===== src/rtl/sdram_fifo_traffic_gen.sv =====
// Write/read/check traffic engine for the SDRAM FIFO user ports.
// Writes a paced pattern burst, reads it back and counts mismatches.
module sdram_fifo_traffic_gen #(
  parameter int          DATA_W     = 16,
  parameter int          BURST_LEN  = 10,
  parameter int          CNT_W      = 10,
  parameter int          WR_GAP     = 7,
  parameter int          NUM_PASSES = 1,
  parameter logic [31:0] LFSR_SEED  = 32'hACE1,
  parameter int          TIMEOUT_W  = 20
) (
  input  logic              sys_clk,
  input  logic              sys_rst_n,
  input  logic              start,
  input  logic [1:0]        mode,
  output logic              wr_fifo_wr_req,
  output logic [DATA_W-1:0] wr_fifo_wr_data,
  output logic              rd_fifo_rd_req,
  input  logic [DATA_W-1:0] rd_fifo_rd_data,
  input  logic [CNT_W-1:0]  rd_fifo_num,
  output logic              read_valid,
  output logic              busy,
  output logic              done,
  output logic [15:0]       pass_cnt,
  output logic [15:0]       err_cnt,
  output logic [DATA_W-1:0] err_first_exp,
  output logic [DATA_W-1:0] err_first_got
);

  typedef enum logic [2:0] {
    S_IDLE, S_GAP, S_WR, S_RD_WAIT,
    S_RD, S_RD_LAST, S_PASS_END, S_DONE
  } state_e;

  function automatic logic [31:0] tap(int n);
    return (n > 0) ? (32'd1 << (n - 1)) : 32'd0;
  endfunction

  // Maximal-length Fibonacci feedback taps per width.
  function automatic logic [31:0] tap_mask(int w);
    case (w)
      8:  return tap(8) | tap(6) | tap(5) | tap(4);
      9:  return tap(9) | tap(5);
      10: return tap(10) | tap(7);
      11: return tap(11) | tap(9);
      12: return tap(12) | tap(6) | tap(4) | tap(1);
      13: return tap(13) | tap(4) | tap(3) | tap(1);
      14: return tap(14) | tap(5) | tap(3) | tap(1);
      15: return tap(15) | tap(14);
      16: return tap(16) | tap(14) | tap(13) | tap(11);
      17: return tap(17) | tap(14);
      18: return tap(18) | tap(11);
      19: return tap(19) | tap(6) | tap(2) | tap(1);
      20: return tap(20) | tap(17);
      21: return tap(21) | tap(19);
      22: return tap(22) | tap(21);
      23: return tap(23) | tap(18);
      24: return tap(24) | tap(23) | tap(22) | tap(17);
      25: return tap(25) | tap(22);
      26: return tap(26) | tap(6) | tap(2) | tap(1);
      27: return tap(27) | tap(5) | tap(2) | tap(1);
      28: return tap(28) | tap(25);
      29: return tap(29) | tap(27);
      30: return tap(30) | tap(6) | tap(4) | tap(1);
      31: return tap(31) | tap(28);
      32: return tap(32) | tap(22) | tap(2) | tap(1);
      default: return tap(w) | tap(w - 1);
    endcase
  endfunction

  localparam logic [DATA_W-1:0] TAPS  = DATA_W'(tap_mask(DATA_W));
  localparam logic [DATA_W-1:0] SEED  = DATA_W'(LFSR_SEED);
  localparam logic [DATA_W-1:0] ONES  = '1;
  localparam logic [DATA_W-1:0] ONE   = DATA_W'(1);
  localparam logic [CNT_W-1:0]  BURST = CNT_W'(BURST_LEN);
  localparam logic [CNT_W-1:0]  LAST  = CNT_W'(BURST_LEN - 1);
  localparam logic [15:0] GAP_LAST =
    16'((WR_GAP > 0) ? WR_GAP - 1 : 0);
  localparam logic [16:0] NP = 17'(NUM_PASSES);
  localparam state_e S_FIRST = (WR_GAP == 0) ? S_WR : S_GAP;

  function automatic logic [DATA_W-1:0] gen_init(logic [1:0] m);
    case (m)
      2'd0:    return '0;
      2'd1:    return ONE;
      2'd2:    return SEED;
      default: return ONES;
    endcase
  endfunction

  function automatic logic [DATA_W-1:0] gen_next(
    logic [1:0] m, logic [DATA_W-1:0] v);
    case (m)
      2'd0:    return v + ONE;
      2'd1:    return {v[DATA_W-2:0], v[DATA_W-1]};
      2'd2:    return {v[DATA_W-2:0], ^(v & TAPS)};
      default: return ~v;
    endcase
  endfunction

  state_e                state_q, state_d;
  logic                  start_q;
  logic [1:0]            mode_q, mode_d;
  logic [15:0]           gap_q, gap_d;
  logic [CNT_W-1:0]      wcnt_q, wcnt_d;
  logic [CNT_W-1:0]      rcnt_q, rcnt_d;
  logic [TIMEOUT_W-1:0]  wait_q, wait_d;
  logic [DATA_W-1:0]     wgen_q, wgen_d;
  logic [DATA_W-1:0]     cgen_q, cgen_d;
  logic                  chk_q, chk_d;
  logic                  rv_q, rv_d;
  logic [15:0]           pass_q, pass_d;
  logic [15:0]           err_q, err_d;
  logic [DATA_W-1:0]     fexp_q, fexp_d;
  logic [DATA_W-1:0]     fgot_q, fgot_d;
  logic                  start_rise;
  logic                  last_pass;

  assign start_rise = start & ~start_q;
  assign last_pass  = (NUM_PASSES != 0)
                    ? (({1'b0, pass_q} + 17'd1) == NP)
                    : ~start;

  assign wr_fifo_wr_req  = (state_q == S_WR);
  assign wr_fifo_wr_data = wgen_q;
  assign rd_fifo_rd_req  = (state_q == S_RD);
  assign read_valid      = rv_q;
  assign busy = (state_q != S_IDLE) && (state_q != S_DONE);
  assign done            = (state_q == S_DONE);
  assign pass_cnt        = pass_q;
  assign err_cnt         = err_q;
  assign err_first_exp   = fexp_q;
  assign err_first_got   = fgot_q;

  // Next-state, pattern generators, checker and error capture.
  always_comb begin
    state_d = state_q;
    mode_d  = mode_q;
    gap_d   = gap_q;
    wcnt_d  = wcnt_q;
    rcnt_d  = rcnt_q;
    wait_d  = wait_q;
    wgen_d  = wgen_q;
    cgen_d  = cgen_q;
    chk_d   = (state_q == S_RD);
    rv_d    = rv_q;
    pass_d  = pass_q;
    err_d   = err_q;
    fexp_d  = fexp_q;
    fgot_d  = fgot_q;

    if (chk_q) begin
      cgen_d = gen_next(mode_q, cgen_q);
      if (rd_fifo_rd_data != cgen_q) begin
        if (err_q == 16'd0) begin
          fexp_d = cgen_q;
          fgot_d = rd_fifo_rd_data;
        end
        if (err_q != 16'hFFFF) err_d = err_q + 16'd1;
      end
    end

    unique case (state_q)
      S_IDLE, S_DONE: begin
        if (start_rise) begin
          mode_d  = mode;
          pass_d  = '0;
          err_d   = '0;
          fexp_d  = '0;
          fgot_d  = '0;
          wgen_d  = gen_init(mode);
          cgen_d  = gen_init(mode);
          gap_d   = '0;
          wcnt_d  = '0;
          rcnt_d  = '0;
          state_d = S_FIRST;
        end
      end
      S_GAP: begin
        if (gap_q == GAP_LAST) begin
          gap_d   = '0;
          state_d = S_WR;
        end else begin
          gap_d = gap_q + 16'd1;
        end
      end
      S_WR: begin
        wgen_d = gen_next(mode_q, wgen_q);
        if (wcnt_q == LAST) begin
          wcnt_d  = '0;
          wait_d  = '0;
          rv_d    = 1'b0;
          state_d = S_RD_WAIT;
        end else begin
          wcnt_d  = wcnt_q + CNT_W'(1);
          state_d = S_FIRST;
        end
      end
      S_RD_WAIT: begin
        if (rd_fifo_num >= BURST) begin
          wait_d  = '0;
          state_d = S_RD;
        end else if (&wait_q) begin
          if (err_q == 16'd0) begin
            fexp_d = DATA_W'(BURST_LEN);
            fgot_d = DATA_W'(rd_fifo_num);
          end
          if (err_q != 16'hFFFF) err_d = err_q + 16'd1;
          state_d = S_DONE;
        end else begin
          wait_d = wait_q + TIMEOUT_W'(1);
        end
      end
      S_RD: begin
        if (rcnt_q == LAST) begin
          rcnt_d  = '0;
          state_d = S_RD_LAST;
        end else begin
          rcnt_d = rcnt_q + CNT_W'(1);
        end
      end
      S_RD_LAST: state_d = S_PASS_END;
      S_PASS_END: begin
        if (pass_q != 16'hFFFF) pass_d = pass_q + 16'd1;
        wgen_d  = gen_init(mode_q);
        cgen_d  = gen_init(mode_q);
        state_d = last_pass ? S_DONE : S_FIRST;
      end
      default: state_d = S_IDLE;
    endcase
  end

  // State and datapath registers with synchronous reset.
  always_ff @(posedge sys_clk) begin
    if (!sys_rst_n) begin
      state_q <= S_IDLE;
      start_q <= 1'b0;
      mode_q  <= '0;
      gap_q   <= '0;
      wcnt_q  <= '0;
      rcnt_q  <= '0;
      wait_q  <= '0;
      wgen_q  <= '0;
      cgen_q  <= '0;
      chk_q   <= 1'b0;
      rv_q    <= 1'b1;
      pass_q  <= '0;
      err_q   <= '0;
      fexp_q  <= '0;
      fgot_q  <= '0;
    end else begin
      state_q <= state_d;
      start_q <= start;
      mode_q  <= mode_d;
      gap_q   <= gap_d;
      wcnt_q  <= wcnt_d;
      rcnt_q  <= rcnt_d;
      wait_q  <= wait_d;
      wgen_q  <= wgen_d;
      cgen_q  <= cgen_d;
      chk_q   <= chk_d;
      rv_q    <= rv_d;
      pass_q  <= pass_d;
      err_q   <= err_d;
      fexp_q  <= fexp_d;
      fgot_q  <= fgot_d;
    end
  end

endmodule


===== config.mk =====
export PLATFORM = sky130hd
export DESIGN_NAME = sdram_fifo_traffic_gen
export DESIGN_NICKNAME = d
export VERILOG_FILES = /design/src/rtl/sdram_fifo_traffic_gen.sv
export SDC_FILE = /design/constraint.sdc
export NUM_CORES = 1
export LEC_CHECK = 0
export ABC_CLOCK_PERIOD_IN_PS = 2300
export CAP_MARGIN = 0
export CORE_AREA = 3 3 142 144
export DETAILED_ROUTE_END_ITERATION = 16
export DIE_AREA = 0 0 145 147
export DONT_BUFFER_PORTS = 1
export GPL_ROUTABILITY_DRIVEN = 0
export GPL_TIMING_DRIVEN = 0
export PLACE_DENSITY_LB_ADDON = 0.12
export SLEW_MARGIN = 30
export SYNTH_ARGS = -nofsm -noshare
export SYNTH_HDL_FRONTEND = slang
export SYNTH_SLANG_ARGS = --single-unit

===== constraint.sdc =====
create_clock -name sys_clk -period 2.3 [get_ports sys_clk]
set_clock_uncertainty 0.2 [all_clocks]
set_input_delay 0.115 -clock sys_clk [delete_from_list [all_inputs] [get_ports sys_clk]]
set_output_delay 0.115 -clock sys_clk [all_outputs]
set_load 0.01 [all_outputs]

==> results_dict.tcl, run 1 <==
set metrics [dict create \
    final_nets 1362 \
    peakVddDrop_v 0.000626 \
    dpl.hpwl_microns 19600 \
    fin_setup_tns_ns -0.641 \
    cts_root_buf "clkbuf_16" \
    cp_slowest_cell "nor4_4" \
    fillers 1605 \
    place_ws_ns -0.762 \
    critPathLaunchType "flip-flop" \
    p_total_mw 9.51 \
    hold_depth 4 \
    rsz0062_at_grt "yes" \
    max_freq_mhz 413 \
    synth_edf_count 0 \
    fp.dieW_microns 145 \
    cts_sinks 160 \
    power.density_nw_per_um2 816 \
    drive_above_1_share_pct 20.4 \
    ys_top_cells_by_area "dfxtp_1, nor2_1, a21oi_1" \
    viasPerCell 6.13 \
    violations "negative hold slack, negative setup slack" \
    synth_area_per_cell_sq_um 7.64 \
    synth_commonest_cells "dfxtp_1, nor2_1, nand2_1" \
    via_count 9734 \
    cts_buffers 17 \
    min_from "start" \
    cp_data_required_time_ns 2.41 \
    rr_startpoint "wait_q[3]" \
    overflow 0 \
    synth_area_sq_um 9390 \
    synth-seq-area-share_pct 34.1 \
    grt_start_max_net_pins 18 \
    syn_to_final_growth_pct 24.1 \
    slew_headroom_pct 48.9 \
    reg2reg_depth 10 \
    post_dp_cell_area_sq_um 9830 \
    syn_nets 1275 \
    die_area_sq_um 21300 \
    htreeDepth 4 \
    postRouteAntennaNets 0 \
    yosys_warnings 0 \
    fp.dieH_microns 147 \
    cts_tree "built" \
    routedWlPerCell_microns 19.1 \
    start_util_pct 49.9 \
    critPathTopFamily "simple AND/OR/NAND/NOR gates" \
    hp-class "primary input to flip-flop" \
    first_iter_violations 1091 \
    yosysMostFrequentCell "dfxtp_1" \
    reg2reg_slack_ns -0.12 \
    synth_seq_cells 160 \
    drv_slew 0 \
    regToRegEndpoint "wait_q[16]" \
    worstMarginPinSlew_ns 0.767 \
    num_io_pins 116 \
    arrival_ns 2.53 \
    grt_pass1_vias 8902 \
    synth_top_area_cell "dfxtp_1" \
    insertion_delay_ns 0.43 \
    drc 0 \
    crit_path_max_fanout 5 \
    hold_viol_final 1 \
    maxCapViolations 0 \
    path_buf_inv 3 \
    synth_ff_type "dfxtp_1" \
    netlist_instances 1229 \
    outcome "complete, but fails checks" \
    fin_area_sq_um 11700 \
    period_share_pct 105 \
    firstDrtPassIters 6 \
    grt_antenna_before_repair 0 \
    portBuffers 0 \
    cts_buffer_depth 2 \
    critPathKind "flip-flop to flip-flop" \
    synth.distinct_cells 76 \
    grt_usage_pct 26.5 \
    worstPathCellList "nand4_1 -> nor4_4 -> buf_4 -> nand3_4 -> o21ba_4 -> buf_6 -> buf_6 -> nand4_1 -> xor2_1 -> nor2_1" \
    routed_wl_microns 30300 \
    synthArstFlopShare_pct 0 \
    grt_pass1_wl_microns 47100 \
    fin_crit_ns 2.42 \
    worstSetupEndpointType "flip-flop" \
    hold_end "mode_q[0]" \
    rows 50 \
    p_leak_nw 4.12 \
    diodes 0 \
    worst_hold_slack_ns -0.00822 \
    path_clk_slew_ns 0.07 \
    setup_viol 11 \
    crit_path_max_incr_delay_ns 0.42 \
    setup_ws_ns -0.119 \
    fp.coreArea_sq_um 18800 \
    yosysTopAreaCellShare_pct 34.1 \
]
cells by family (layout without fill, tap and decap cells):
family	count (synthesis)	count (layout)	synth area share [%]
adders and majority gates	15	15	2.00
buffers and inverters	110	210	4.60
and+or+nand+nor	500	500	26.4
muxes	46	46	4.92
DFF	160	160	34.1
AOI/OAI and AO/OA	343	343	22.8
xor gates and xnor gates	55	55	5.13
final cells by class:
class | instances | area (sq um) | share of cell area [%]
buffer | 70 | 405 | 3.48
clock buffer | 17 | 425 | 3.65
clock inverter | 15 | 164 | 1.41
inverter | 27 | 101 | 0.869
multi-input combinational | 959 | 6210 | 53.2
sequential | 160 | 3310 | 28.4
tap | 260 | 325 | 2.79
timing repair buffer | 81 | 717 | 6.15
worst max path at each step:
stage	cells past startpoint	slack, ns	startpoint	endpoint
2_1_floorplan	9	0.003	err_cnt[3]	err_cnt[3]
3_3_place_gp	7	-1.03	state_q[2]	wr_fifo_wr_data[13]
3_5_place_dp	7	-0.76	state_q[2]	err_first_got[3]
4_1_cts	8	-0.16	pass_cnt[0]	state_q[1]
5_1_grt	10	-0.24	wait_q[5]	wait_q[16]
6_report	10	-0.12	wait_q[3]	wait_q[16]
cells in the final DEF (no fill, tap or decap), drive strengths merged, types with 22 or more instances in the layout:
master       instances
xnor2               32
o21ai               92
nand4               33
buf                 82
nor3                22
clkbuf              58
nand3               45
a21oi              111
and3                30
dfxtp              160
xor2                23
nor2               157
a31oi               27
nand2              113
dlygate4sd3         27
inv                 36
mux2i               45
sequential cells by signal (all words and copies together), names as in the netlist, 3 cells and up:
name and cells:
wait_q 20, cgen_q 16, err_cnt 16, err_first_exp 16, err_first_got 16, gap_q 16
pass_cnt 16, wr_fifo_wr_data 16, rcnt_q 10, wcnt_q 10, state_q 3
per-stage QoR:
stage | std cells | utilization, %
floorplan | 1229 | -
global placement | 1489 | 52.2
detailed placement | 1489 | 52.2
CTS | 1560 | 58.9
global route | 1589 | 61.9
finish | 1589 | 61.9
worst reg2reg max path, cell delays in order (launching register included):
cell	delay (ns)
dfxtp_4	0.38
nand4_1	0.18
nor4_4	0.42
buf_4	0.20
nand3_4	0.11
o21ba_4	0.27
buf_6	0.12
buf_6	0.12
nand4_1	0.10
xor2_1	0.16
nor2_1	0.05
where the power goes:
group / switching (mW) / internal (mW) / leakage (nW) / total (mW)
clock network: 1.33 / 1.55 / 0.289 / 2.88
registers: 0.449 / 2.99 / 1.32 / 3.44
logic: 1.97 / 1.22 / 2.51 / 3.19
metal layers:
layer	wire (microns)	part of all wire [%]	vias up	global-route usage [%]
li1	-	-	4636	-
met1	13000	43	4554	35.3
met2	14100	46	475	42.3
met3	2540	8.4	69	6.01
met4	739	2.4	0	9.83
met5	0	0	-	0
what timing repair did:
item,CTS,global route
hold buffers,28,0
setup endpoints to repair,146,135
resized for setup,96,134
pin swaps,20,32
buffers inserted,23,29
hold endpoints to repair,41,0
cloned,0,2
(Power assumes the default switching activity.)
==> inputs of run 2 (changes only) <==
ABC_AREA = 1   (was not set)
CORE_AREA = 3 3 145 147   (was 3 3 142 144)
DIE_AREA = 0 0 148 150   (was 0 0 145 147)
GPL_TIMING_DRIVEN = not set   (was 0)
==> run 2 against run 1 <==
Against the previous run:
- the flow now finishes without violations
- via count is 8.5% higher
- global-route usage down 0.88 points
- sequential share of layout area fell by 1.3 points
- cell count increased by 22%
- fmax is 8.0% higher
- area after synthesis grew 4.6%
- critical path depth rose by 1
- clock-buffer cell count is the same
- non-clock buffer count decreased by 23
==> results_dict.tcl, run 2 <==
set metrics [dict create \
    outcome "finished clean" \
    synth_top_area_cell "dfxtp_1" \
    num_io_pins 116 \
    regToRegEndpoint "err_first_got[11]" \
    p_leak_nw 4.66 \
    synth_commonest_cells "nand2_1, nor2_1, inv_1" \
    hold_viol_final 0 \
    setup_viol 0 \
    yosysMostFrequentCell "nand2_1" \
    worst_hold_slack_ns 0.0473 \
    firstDrtPassIters 5 \
    routed_wl_microns 29000 \
    viasPerCell 5.47 \
    cp_data_required_time_ns 2.44 \
    drive_above_1_share_pct 13.7 \
    drv_slew 0 \
    critPathKind "flip-flop to flip-flop" \
    max_freq_mhz 446 \
    synthXorXnorAreaFrac_pct 2.94 \
    hold_end "err_cnt[15]" \
    worstMarginPinSlew_ns 0.652 \
    post_dp_cell_area_sq_um 10700 \
    reg2reg_depth 11 \
    first_iter_violations 750 \
    syn_nets 1597 \
    wl_met3_microns 2130 \
    largest_register "wait_q" \
    yosysTopAreaCellShare_pct 32.6 \
    synth_fa_ha_area_share_pct 1.91 \
    power.density_nw_per_um2 758 \
    hold_depth 7 \
    netlist_instances 1551 \
    seq_area_sq_um 3220 \
    synth-seq-area-share_pct 32.6 \
    die_area_sq_um 22200 \
    maxCapViolations 0 \
    rsz0062_at_grt "yes" \
    synth_area_per_cell_sq_um 6.33 \
    multiInputGateArea_sq_um 5870 \
    dpl.hpwl_microns 20400 \
    grt_pass1_vias 9782 \
    synth_area_sq_um 9820 \
    diodes 0 \
    synth_edf_count 0 \
    hp-class "primary input to flip-flop" \
    reg2reg_slack_ns 0.06 \
    rr_startpoint "err_cnt[0]" \
    insertion_delay_ns 0.44 \
    htreeDepth 4 \
    synth.distinct_cells 53 \
    worstSetupEndpointType "flip-flop" \
    drc 0 \
    rows 52 \
    overflow 0 \
    yosys_warnings 0 \
    fin_crit_ns 2.24 \
    fillers 1971 \
    start_util_pct 49.0 \
    cts_sinks 160 \
    cts_tree "built" \
    synth_mux_area_share_pct 0 \
    portBuffers 0 \
    critPathLaunchType "flip-flop" \
    p_total_mw 8.99 \
    cts_buffers 17 \
    final_cell_mix "nand2_1, inv_1, nor2_1, a21oi_1, dfxtp_1" \
    routedWlPerCell_microns 15.0 \
    postRouteAntennaNets 0 \
    grt_antenna_before_repair 0 \
    grt_usage_pct 25.6 \
    final_nets 1694 \
    ys_top_cells_by_area "dfxtp_1, nand2_1, a21oi_1" \
    fin_util_pct 59.2 \
    arrival_ns 2.38 \
    synth_top_family_by_area "simple AND/OR/NAND/NOR gates" \
    synthArstFlopShare_pct 0 \
    synth_ff_type "dfxtp_1" \
    fp.dieW_microns 148 \
    dr_wl_met2_microns 13300 \
    via_count 10600 \
    yosys.area_share.simple_pct 33.9 \
    crit_path_max_fanout 11 \
    fp.coreArea_sq_um 20000 \
    grt_pass1_wl_microns 47500 \
    synth_compound_area_share_pct 18.8 \
    synth_seq_cells 160 \
    slew_headroom_pct 56.5 \
    fp.dieH_microns 150 \
    largest_reg_flops 20 \
    min_from "rd_fifo_rd_data[9]" \
    wl_met1_microns 13000 \
    cts_root_buf "clkbuf_16" \
    grt_start_max_net_pins 58 \
    final_common_cell "nand2_1" \
    fin_area_sq_um 11900 \
    top_layer_used "met4" \
    cts_buffer_depth 2 \
    path_clk_slew_ns 0.07 \
    peakVddDrop_v 0.000590 \
    period_share_pct 97.4 \
    syn_to_final_growth_pct 20.8 \
]
run 2: cells by family (layout without fill, tap and decap cells):
kind of cell	count (synthesis)	in the layout
and+or+nand+nor	763	763
AOI/OAI and AO/OA	336	336
buffers and inverters	244	354
DFF	160	160
xor gates and xnor gates	33	33
adders and majority gates	15	15
run 2: layout make-up:
cell class | count | share of cell area (%)
inverters | 194 | 6.26
flip-flops and latches | 160 | 27.1
clock inverters | 15 | 1.35
multi-input cells | 1147 | 49.5
clock buffers | 17 | 3.59
repair buffers | 128 | 9.31
well taps | 270 | 2.85
run 2: metal layers:
| metal | up-vias | GRT usage [%] |
|---|---|---|
| met5 | - | 0 |
| met4 | 0 | 8.04 |
| met3 | 54 | 5.81 |
| met2 | 323 | 42.6 |
| met1 | 4844 | 33.2 |
| li1 | 5339 | - |
run 2: worst max-delay path by stage:
stage / start / endpoint / slack (ns)
floorplan: err_cnt[1] / err_cnt[11] / 0.13
global placement: err_cnt[0] / err_first_exp[12] / 0.007
detailed placement: wait_q[1] / wait_q[6] / 0.04
CTS: cgen_q[1] / cgen_q[12] / 0.02
global route: err_cnt[0] / err_first_got[5] / -0.1
finish: err_cnt[0] / err_first_got[11] / 0.06
run 2: power breakdown:
group	total, mW	switching (mW)	internal, mW
logic	2.88	1.90	0.981
registers	3.28	0.289	2.99
clock network	2.83	1.37	1.46
total	8.99	3.56	5.43
run 2: what timing repair did:
action / CTS / global route
endpoints found under the setup margin: 0 / 104
endpoints found under the hold margin: 95 / 0
hold buffers: 30 / 0
setup buffers: 0 / 7
resized for setup: 0 / 74
run 2: metrics by stage:
step                setup WS, ns  setup TNS, ns  std cells
finish                    0.0597              0       1931
floorplan                  0.135              0       1551
detailed placement        0.0439              0       1862
global placement         0.00687              0       1862
global route             -0.0970          -2.03       1931
CTS                       0.0213              0       1924
run 2: worst max-delay path, stage by stage (launching register included):
cell	delay, ns
dfxtp_2	0.34
buf_4	0.15
inv_2	0.07
ha_2	0.19
nand4_1	0.13
nor4_2	0.21
buf_4	0.18
nor3b_4	0.26
nor2_4	0.07
inv_4	0.11
clkbuf_16	0.17
nor2_1	0.05
